## src/rtl/uart_pkg.sv

```systemverilog
// Shared types and constants for the buffered UART transmitter.
package uart_pkg;

    typedef enum logic [1:0] {
        PAR_NONE = 2'b00,
        PAR_EVEN = 2'b01,
        PAR_ODD  = 2'b10
    } parity_t;

    typedef enum logic [2:0] {
        IDLE,
        START,
        DATA,
        PARITY,
        STOP
    } tx_state_t;

    localparam int         MIN_DATA_LEN = 5;
    localparam logic [1:0] PAR_NONE2    = 2'b11;

    function automatic parity_t decode_parity(input logic [1:0] mode);
        case (mode)
            2'b01:     return PAR_EVEN;
            2'b10:     return PAR_ODD;
            PAR_NONE2: return PAR_NONE;
            default:   return PAR_NONE;
        endcase
    endfunction

endpackage

```

## src/rtl/uart_tx_fifo.sv

```systemverilog
// Small synchronous write FIFO feeding the UART framer; head word is
// visible combinationally so the framer can latch it on the pop edge.
module uart_tx_fifo
    import uart_pkg::*;
#(
    parameter  int DATA_W     = 8,
    parameter  int FIFO_DEPTH = 4,
    localparam int AW         = $clog2(FIFO_DEPTH),
    localparam int CW         = AW + 1
) (
    input  logic              clk,
    input  logic              nRst,
    input  logic              push,
    input  logic [DATA_W-1:0] push_data,
    input  logic              pop,
    input  logic              clr_ovf,
    output logic [DATA_W-1:0] head,
    output logic              full,
    output logic              empty,
    output logic [CW-1:0]     count,
    output logic              overflow
);

    logic [DATA_W-1:0] mem [FIFO_DEPTH];
    logic [AW-1:0]     wr_ptr;
    logic [AW-1:0]     rd_ptr;
    logic [CW-1:0]     count_next;
    logic              do_push;
    logic              do_pop;

    // A write against the registered full flag is dropped even if a pop frees a slot this cycle.
    assign do_push = push && !full;
    assign do_pop  = pop && !empty;

    always_comb begin
        count_next = count;
        case ({do_push, do_pop})
            2'b10:   count_next = count + 1'b1;
            2'b01:   count_next = count - 1'b1;
            default: count_next = count;
        endcase
    end

    always_ff @(posedge clk or negedge nRst) begin
        if (!nRst) begin
            wr_ptr   <= '0;
            rd_ptr   <= '0;
            count    <= '0;
            full     <= 1'b0;
            empty    <= 1'b1;
            overflow <= 1'b0;
        end else begin
            if (do_push) wr_ptr <= wr_ptr + 1'b1;
            if (do_pop)  rd_ptr <= rd_ptr + 1'b1;
            count <= count_next;
            full  <= (count_next == CW'(FIFO_DEPTH));
            empty <= (count_next == '0);
            if (push && full) overflow <= 1'b1;
            else if (clr_ovf) overflow <= 1'b0;
        end
    end

    always_ff @(posedge clk) begin
        if (do_push) mem[wr_ptr] <= push_data;
    end

    assign head = mem[rd_ptr];

endmodule

```

## src/rtl/uart_tx_frame.sv

```systemverilog
// Buffered UART transmitter: FIFO plus a framing FSM whose baud divisor,
// data length, parity and stop bits are latched per frame at the pop.
module uart_tx_frame
    import uart_pkg::*;
#(
    parameter int DATA_W     = 8,
    parameter int DIV_W      = 16,
    parameter int FIFO_DEPTH = 4
) (
    input  logic                         clk,
    input  logic                         nRst,
    input  logic [DIV_W-1:0]             baud_div,
    input  logic [3:0]                   data_len,
    input  logic [1:0]                   parity_mode,
    input  logic                         stop2,
    input  logic                         wr_en,
    input  logic [DATA_W-1:0]            wr_data,
    input  logic                         clr_ovf,
    output logic                         full,
    output logic                         empty,
    output logic [$clog2(FIFO_DEPTH):0]  fifo_count,
    output logic                         busy,
    output logic                         overflow,
    output logic                         tx_serial
);

    localparam logic [3:0] MAX_LEN = 4'(DATA_W);
    localparam logic [3:0] MIN_LEN = 4'(MIN_DATA_LEN);

    tx_state_t         state;
    tx_state_t         state_next;
    logic [DIV_W-1:0]  baud_cnt;
    logic [DIV_W-1:0]  cnt_next;
    logic [DIV_W-1:0]  frame_div;
    logic [DIV_W-1:0]  div_in;
    logic [3:0]        bit_idx;
    logic [3:0]        idx_next;
    logic [3:0]        frame_len;
    logic [3:0]        len_in;
    logic [DATA_W-1:0] frame_data;
    logic [DATA_W-1:0] head;
    logic [15:0]       data_ext;
    parity_t           frame_par;
    logic              frame_stop2;
    logic              pop;
    logic              bit_end;
    logic              last_data;
    logic              par_bit;
    logic              tx_d;

    uart_tx_fifo #(
        .DATA_W     (DATA_W),
        .FIFO_DEPTH (FIFO_DEPTH)
    ) u_fifo (
        .clk       (clk),
        .nRst      (nRst),
        .push      (wr_en),
        .push_data (wr_data),
        .pop       (pop),
        .clr_ovf   (clr_ovf),
        .head      (head),
        .full      (full),
        .empty     (empty),
        .count     (fifo_count),
        .overflow  (overflow)
    );

    always_comb begin
        div_in = (baud_div == '0) ? DIV_W'(1) : baud_div;
        if (data_len < MIN_LEN)      len_in = MIN_LEN;
        else if (data_len > MAX_LEN) len_in = MAX_LEN;
        else                         len_in = data_len;
    end

    assign data_ext  = 16'(frame_data);
    assign bit_end   = (baud_cnt == frame_div - 1'b1);
    assign last_data = (bit_idx == frame_len - 4'd1);

    // Only the low frame_len bits were transmitted, so only they feed parity.
    always_comb begin
        par_bit = 1'b0;
        for (int i = 0; i < DATA_W; i++) begin
            if (4'(i) < frame_len) par_bit = par_bit ^ data_ext[i];
        end
        if (frame_par == PAR_ODD) par_bit = ~par_bit;
    end

    always_ff @(posedge clk or negedge nRst) begin
        if (!nRst) begin
            state       <= IDLE;
            baud_cnt    <= '0;
            bit_idx     <= '0;
            frame_data  <= '0;
            frame_div   <= '0;
            frame_len   <= '0;
            frame_par   <= PAR_NONE;
            frame_stop2 <= 1'b0;
            tx_serial   <= 1'b1;
        end else begin
            state     <= state_next;
            baud_cnt  <= cnt_next;
            bit_idx   <= idx_next;
            tx_serial <= tx_d;
            if (pop) begin
                frame_data  <= head;
                frame_div   <= div_in;
                frame_len   <= len_in;
                frame_par   <= decode_parity(parity_mode);
                frame_stop2 <= stop2;
            end
        end
    end

    // bit_idx doubles as the stop-bit counter in STOP.
    always_comb begin
        state_next = state;
        cnt_next   = baud_cnt;
        idx_next   = bit_idx;
        pop        = 1'b0;
        if (state != IDLE) cnt_next = bit_end ? '0 : baud_cnt + 1'b1;
        case (state)
            IDLE: begin
                if (!empty) begin
                    pop        = 1'b1;
                    state_next = START;
                    cnt_next   = '0;
                    idx_next   = '0;
                end
            end
            START: begin
                if (bit_end) begin
                    state_next = DATA;
                    idx_next   = '0;
                end
            end
            DATA: begin
                if (bit_end) begin
                    if (last_data) begin
                        state_next = (frame_par == PAR_NONE) ? STOP : PARITY;
                        idx_next   = '0;
                    end else begin
                        idx_next = bit_idx + 4'd1;
                    end
                end
            end
            PARITY: begin
                if (bit_end) begin
                    state_next = STOP;
                    idx_next   = '0;
                end
            end
            STOP: begin
                if (bit_end) begin
                    if (frame_stop2 && bit_idx == 4'd0) begin
                        idx_next = 4'd1;
                    end else if (!empty) begin
                        pop        = 1'b1;
                        state_next = START;
                        idx_next   = '0;
                    end else begin
                        state_next = IDLE;
                        idx_next   = '0;
                    end
                end
            end
            default: state_next = IDLE;
        endcase
    end

    // tx_serial is registered, so its next value follows the next state.
    always_comb begin
        busy = (state != IDLE);
        tx_d = 1'b1;
        case (state_next)
            IDLE:    tx_d = 1'b1;
            START:   tx_d = 1'b0;
            DATA:    tx_d = data_ext[idx_next];
            PARITY:  tx_d = par_bit;
            STOP:    tx_d = 1'b1;
            default: tx_d = 1'b1;
        endcase
    end

endmodule

```

## config.mk

```make
export PLATFORM = sky130hd
export DESIGN_NAME = uart_tx_frame
export DESIGN_NICKNAME = d
export VERILOG_FILES = /design/src/rtl/uart_pkg.sv /design/src/rtl/uart_tx_fifo.sv /design/src/rtl/uart_tx_frame.sv
export SDC_FILE = /design/constraint.sdc
export NUM_CORES = 1
export LEC_CHECK = 0
export BUFFER_PORTS_ARGS = -buffer_cell sky130_fd_sc_hd__buf_2
export CORE_UTILIZATION = 25
export DETAILED_ROUTE_END_ITERATION = 8
export GPL_TIMING_DRIVEN = 0
export PLACE_DENSITY = 0.46
export SYNTH_ARGS = -nofsm -noshare
export SYNTH_HDL_FRONTEND = slang
export SYNTH_SLANG_ARGS = --single-unit
```

## constraint.sdc

```tcl
create_clock -name clk -period 4.04 [get_ports clk]
set_input_delay 0.808 -clock clk [delete_from_list [all_inputs] [get_ports clk]]
set_output_delay 0.808 -clock clk [all_outputs]
set_load 0.05 [all_outputs]
```

-- Word level (Yosys, flattened, before mapping)
Memory sizes are Yosys's and may differ from the RTL's. A register that Yosys moved wholly into a read port is not among the register bits.
Index checks and enable logic that the tools add are counted.
- $add $sub $neg: 8
- order comparisons: 11
- eq/ne operators: 15
- mux-type cells: 46
- bitwise logic cells: 8
- reductions and logical operators: 15
- operator list (kind ; number):
    16-bit 2-to-1 mux ; 5
    4-bit 2-to-1 mux ; 7
    3-bit 2-to-1 mux ; 8
    1-bit 2-to-1 mux ; 19
    16-bit by 1-bit adder with 16-bit output (second input constant) ; 1
    16-bit == test ; 1
    16-bit zero test ; 1
    3-bit by 4-bit less-than comparator with 1-bit output (first input constant) ; 4
    4-bit case mux with 4 select lines ; 1
    16-bit by 1-bit subtractor with 16-bit output (second input constant) ; 1
    3-bit case mux with 5 select lines ; 1
    3-bit by 2-bit == test with 1-bit output (second input constant) ; 4
    1-bit by 4-bit less-than comparator with 1-bit output (first input constant) ; 2
    2-bit by 4-bit less-than comparator with 1-bit output (first input constant) ; 2
    1-bit XOR ; 7
    2-bit == test (second input constant) ; 3
    3-bit by 1-bit == test with 1-bit output (second input constant) ; 2
    3-bit == test (second input constant) ; 2
    3-bit zero test ; 2
    3-bit case mux with 2 select lines ; 1
    4-bit by 5-bit less-than comparator with 1-bit output (second input constant) ; 1
    2-bit by 1-bit adder with 2-bit output (second input constant) ; 2
    4-bit by 1-bit adder with 4-bit output (second input constant) ; 1
    1-bit binary-select mux with 4-bit select ; 1
    other kinds (18) ; 24
- register bits after elaboration: 57
- RAM bits: 32
- bits of input ports: 35
- output and inout port bits: 8
- logic and storage cells: 118
- memories: 1
- memory list (name ; depth ; width ; rd ports ; clocked after memory_dff ; write ports ; RTL line ; source):
    u_fifo.mem ; 4 ; 8 ; 1 ; 1 ; 1 ; uart_tx_fifo.sv:24 ; logic [DATA_W-1:0] mem [FIFO_DEPTH];

-- Logic depth before layout (Yosys ltp)
- depth after elaboration: 19
- gate-level depth with buffers: 19
- mapped depth without buffers: 17

-- Modules after synthesis
From an unflattened synthesis, not the netlist that was laid out.
- cells, all modules: 493
- area total of the unflattened synthesis: 5340.1 um^2
- modules (own cells, without submodules) (module ; instances ; cells an instance ; area each (um^2) ; seq. area each (um^2)):
    uart_tx_frame ; 1 ; 399 ; 3649.8 ; 1377.6
    uart_tx_fifo ; 1 ; 94 ; 1690.4 ; 1212.4

-- Worst setup path before layout
OpenSTA, ideal clock, no wires.
- path type: register to register
- start point: reg frame_div[0]
- end point: reg u_fifo.full
- library setup time: 0.073 ns
- arrival time: 3.979 ns
- data required time: 3.967 ns
- path slack: -0.012 ns
- stages on the path, launching flop included: 19
- buffers on the path: 2
- clock period less this slack: 4.052 ns
- path through: dfrtp_1 > inv_1 > ha_1 > or3b_2 > o21ai_1 > nor4b_1 > nor3_1 > or2_1 > clkbuf_1 > o31ai_1 > nand2_1 > clkinv_1 > buf_2 > ha_1 > inv_1 > fa_1 > o21ai_0 > or2_2 > nor2b_1
- cells in the longest elaborated chain, start to end: 8
- elaborated cells between the ends (all ways): 9
- classes of those cells: 1 x add/sub; 4 x eq/ne; 3 x mux; 1 x reduce/logical
- RTL lines (what ; RTL line ; source):
    from (decl) ; uart_tx_frame.sv:34 ; logic [DIV_W-1:0] frame_div;
    from (signal assigned) ; uart_tx_frame.sv:106 ; frame_div <= div_in;
    16-bit by 1-bit subtractor with 16-bit output (*) ; uart_tx_frame.sv:76 ; assign bit_end = (baud_cnt == frame_div - 1'b1);
    16-bit == test (*) ; uart_tx_frame.sv:76 ;
    1-bit 2-to-1 mux (*) ; uart_tx_frame.sv:153 ; if (bit_end) begin
    1-bit case mux with 2 select lines (*) ; uart_tx_frame.sv:121 ; case (state)
    1-bit logical AND (*) ; uart_tx_fifo.sv:33 ; assign do_pop = pop && !empty;
    net u_fifo.do_pop ; uart_tx_fifo.sv:29 ; logic do_pop;
    2-bit by 1-bit == test with 1-bit output / 2-bit == test (equally long branches) ; uart_tx_fifo.sv:37 ; case ({do_push, do_pop})
    3-bit case mux with 2 select lines (*) ; uart_tx_fifo.sv:37 ;
    net u_fifo.count_next[1] ; uart_tx_fifo.sv:27 ; logic [CW-1:0] count_next;
    3-bit == test (*) ; uart_tx_fifo.sv:56 ; full <= (count_next == CW'(FIFO_DEPTH));
    to (signal assigned) ; uart_tx_fifo.sv:56 ;
    to (decl) ; uart_tx_fifo.sv:18 ; output logic full,
The timed path passes the listed nets; every way through them passes the cells marked *.
A chain may end at the register's enable or synchronous reset.

-- Worst setup path in the final report
- start point: reg frame_div[0]
- end point: reg tx_serial
- cells in the longest elaborated chain, start to end: 7
- elaborated cells between the ends (all ways): 17
- classes of those cells: 1 x add/sub; 4 x eq/ne; 12 x mux
- RTL lines (what ; RTL line ; source):
    16-bit by 1-bit subtractor with 16-bit output (*) ; uart_tx_frame.sv:76 ;
    16-bit == test (*) ; uart_tx_frame.sv:76 ;
    4-bit 2-to-1 mux (on tied branches) ; - ;
    4-bit case mux with 4 select lines ; uart_tx_frame.sv:121 ;
    1-bit binary-select mux with 4-bit select ; uart_tx_frame.sv:177 ; DATA: tx_d = data_ext[idx_next];
    1-bit 2-to-1 mux (implied by the code) ; uart_tx_frame.sv:177 ;
    1-bit case mux with 3 select lines (*) ; uart_tx_frame.sv:174 ; case (state_next)
    net tx_d ; uart_tx_frame.sv:49 ; logic tx_d;
    to (signal assigned) ; uart_tx_frame.sv:103 ; tx_serial <= tx_d;
    to (decl) ; uart_tx_frame.sv:24 ; output logic tx_serial
The timed path passes the listed nets; every way through them passes the cells marked *. The select of a mux whose other input is x is not followed.

==> metrics.cfg <==
[finish]
area_growth_pct = 22.20
fin_area_um2 = 6420
insertedDiodeCount = 0
nets = 616
drive_gt1_share_pct = 24.30

[sta]
hold_violations = 0
max_freq_mhz = 256.2
setup_violations = 0
final_max_slew_viol_count = 0
fin_crit_sh_pct = 96.61
slew-limit-headroom_pct = 42.05
hold_slack_ns = 0.4794
skew_ns = 0.008535
fin_tns_setup_ns = 0
period_minus_slack_ns = 3.903
worstMarginPinSlew_ns = 0.8693
rsz0062_at_grt = true

[clock_tree]
ctsHoldBuffers = 0
clock_latency_ns = 0.35
root_buffer = clkbuf_16
h-tree-depth = 3
cts-buffers-inserted = 9
clk_pin_slew_worst_paths_ns = 0.07
tritoncts = done
clock_path_buffers = 2
clock-sinks = 97

[critical_path]
reg2reg_slack_ns = 0.14
r2r_end = tx_serial
crit_type = reg2reg
startpoint = frame_div[0]
critPathArrivalTime_ns = 4.18
crit_path_top_delay_cell = or3_1
end_kind = flip-flop
path_cells = inv_1 > ha_4 > nand2b_4 > o31a_1 > a211oi_2 > buf_4 > buf_4 > buf_4 > buf_4 > buf_4 > o2111ai_1 > or3_1 > o32a_1 > and3_1 > o31a_1 > a211oi_2 > o31ai_1
max_stage_delay_ns = 0.47
cp.required_ns = 4.32
r2r-start = frame_div[0]
r2r_cells = 17
start_kind = flip-flop
cp_max_fo = 7
crit_path_frequent_cell = buf_4

[routing]
drc_errors = 0
viasPerCell = 4.644
ant_nets = 0
drt-initial-drc-count = 213
wl_per_cell_um = 14.94
vias = 3910
firstDrtPassIters = 4
wl_um = 12580

[floorplanning]
die-area_um2 = 21600
core_um2 = 20430
rows = 52
initial_utilization_pct = 25.72
io_pins = 43
die_w_um = 147.0
die_h_um = 147.0

[synth]
yosys.area_share.simple_pct = 20.03
syn_inst = 502
synth_compound_area_share_pct = 9.359
ys_top_cells_by_area = dfrtp_1, edfxtp_1, xnor2_1, nand2_1, mux4_2
synth_top_area_share_pct = 30.01
netlist_area_um2 = 5254
ys_types = 63
synth_commonest_cells = dfrtp_1, nand2_1, nor2_1
async_flop_share_pct = 67.01
synth.avg_cell_area_um2 = 10.47
ys.warnings.count = 0
muxShareOfSynthArea_pct = 6.835
synth-main-ff-cell = dfrtp_1
yosys.area_share.adder_pct = 3.477
synth_top_family_by_area = simple AND/OR/NAND/NOR gates
ys_ff_latch = 97
synth_top_area_cell = dfrtp_1
seq_area_frac_synth_pct = 49.30
yosysMostFrequentCell = dfrtp_1
synth_edf_count = 32
synthXorXnorAreaFrac_pct = 7.835
syn_nets = 551

[power]
power.total_mw = 4.322
seqPwrFrac_pct = 37.2
cellPowerDensity_nw_per_um2 = 673.2
total_leakage_power_nw = 2.543
ir_drop_v = 0.0003424
pwr-share-clk_pct = 20.7
p_switching_mw = 1.670
intPower_mw = 2.651
swShare_pct = 38.65
combPwrFrac_pct = 42.1

[min_path]
min_to = frame_stop2
min_from = frame_stop2
holdCritPathClass = reg2reg
hold_path_depth = 2

[placement]
gp_congestion = 0.7830
postPlaceCellArea_um2 = 5809
dp_hpwl_um = 9025
numPortBuffers = 42

[global_route]
grt_usage_pct = 12.38
gr-total-overflow = 0
grt_max_degree = 66
grt_pass1_vias = 4035
grt_pass1_wl_um = 20870
antenna_found_initial = 0

[status]
outcome = finished, final reports clean

[flow_run]
drv_cap = 0

[worst max-delay path, delay by kind of cell, from the launching register on]
| kind | cells | cell delay (ns) |
|---|---|---|
| buffers and inverters | 6 | 0.65 |
| flip-flops | 1 | 0.46 |
| adder cells (fa/ha/maj) | 1 | 0.19 |
| AND/OR/NAND/NOR | 3 | 0.72 |
| AO/OA/AOI/OAI | 7 | 1.80 |
[kinds of logic (layout without fill, tap and decap cells)]
kind of cell / Yosys count / after routing
fa+ha+maj: 14 / 14
xor+xnor: 47 / 47
simple gates: 203 / 203
flops: 97 / 97
buf+inv: 41 / 111
mux: 24 / 24
compound gates: 76 / 76
[final cells by class]
cell class / instances / area [um2]
multi-input combinational: 364 / 2681
buffer: 13 / 66.31
clock inverter: 7 / 82.58
inverter: 24 / 102.6
clock buffer: 9 / 225.2
fill: 2164 / 14010
tap: 270 / 337.8
timing repair buffer: 58 / 332.8
sequential: 97 / 2591
[power groups by stage]
stage | registers [mW] | clock network, mW | logic [mW]
3_5_place_dp | 1.60 | 0 | 1.58
2_1_floorplan | 1.60 | 0 | 1.15
5_1_grt | 1.65 | 0.973 | 2.03
4_1_cts | 1.60 | 0.925 | 1.70
6_report | 1.61 | 0.895 | 1.82
3_3_place_gp | 1.59 | 0 | 1.54
[per-layer routing]
metal / vias to the layer above / global-route usage (%) / routed length (um)
li1: 1914 / - / -
met1: 1924 / 15.90 / 5938
met2: 60 / 20.28 / 6040
met3: 12 / 3.199 / 415
met4: 0 / 4.021 / 187
met5: - / 0 / 0
[through the flow]
| step | setup slack (ns) | utilization [%] | std cells |
|---|---|---|---|
| 2_1_floorplan | 0.05382 | - | 502 |
| 3_3_place_gp | -0.9553 | 28.42 | 814 |
| 3_5_place_dp | -1.028 | 28.44 | 814 |
| 4_1_cts | 0.01480 | 30.67 | 839 |
| 5_1_grt | -0.06758 | 31.42 | 842 |
| 6_report | 0.1368 | 31.42 | 842 |
[what timing repair did]
action,in CTS,in global routing
endpoints found under the setup margin,6,4
gates resized for setup,17,25
buffers inserted,12,4
pin swaps,6,9
[state kept, by name, indices dropped and copies added (netlist names), 2 cells and up]
name,count
bit_idx,4
frame_len,4
u_fifo.count,3
u_fifo.rd_ptr,2
u_fifo.mem,32
u_fifo.wr_ptr,2
frame_div,16
state,3
frame_data,8
baud_cnt,16
frame_par,2
[worst max path at each step]
stage | end | slack (ns) | cells past startpoint
CTS | u_fifo.full | 0.01 | 17
global placement | u_fifo.full | -0.96 | 18
detailed placement | u_fifo.full | -1.03 | 18
finish | tx_serial | 0.14 | 17
global route | u_fifo.full | -0.07 | 16
floorplan | u_fifo.full | 0.05 | 18
[layout by cell type, fill, tap and decap left out, types with 4 or more instances in the layout]
| master | count |
|---|---|
| o21ai_0 | 26 |
| clkbuf_1 | 7 |
| buf_2 | 43 |
| xor2_1 | 20 |
| nand2b_1 | 13 |
| and2_1 | 5 |
| edfxtp_1 | 32 |
| nor4_1 | 6 |
| nor2_1 | 34 |
| clkbuf_16 | 9 |
| nand2_1 | 57 |
| or2_2 | 4 |
| a21oi_1 | 9 |
| inv_1 | 21 |
| nor2b_1 | 7 |
| or3_1 | 9 |
| o31ai_1 | 6 |
| mux4_2 | 8 |
| nand4_1 | 4 |
| dfrtp_1 | 62 |
| xnor2_1 | 27 |
| ha_1 | 11 |
| mux2_2 | 15 |
| buf_4 | 17 |
| nand3_1 | 19 |
| nor3_1 | 9 |
| a211oi_1 | 4 |
Note: power is estimated with default switching activity, not from simulation.
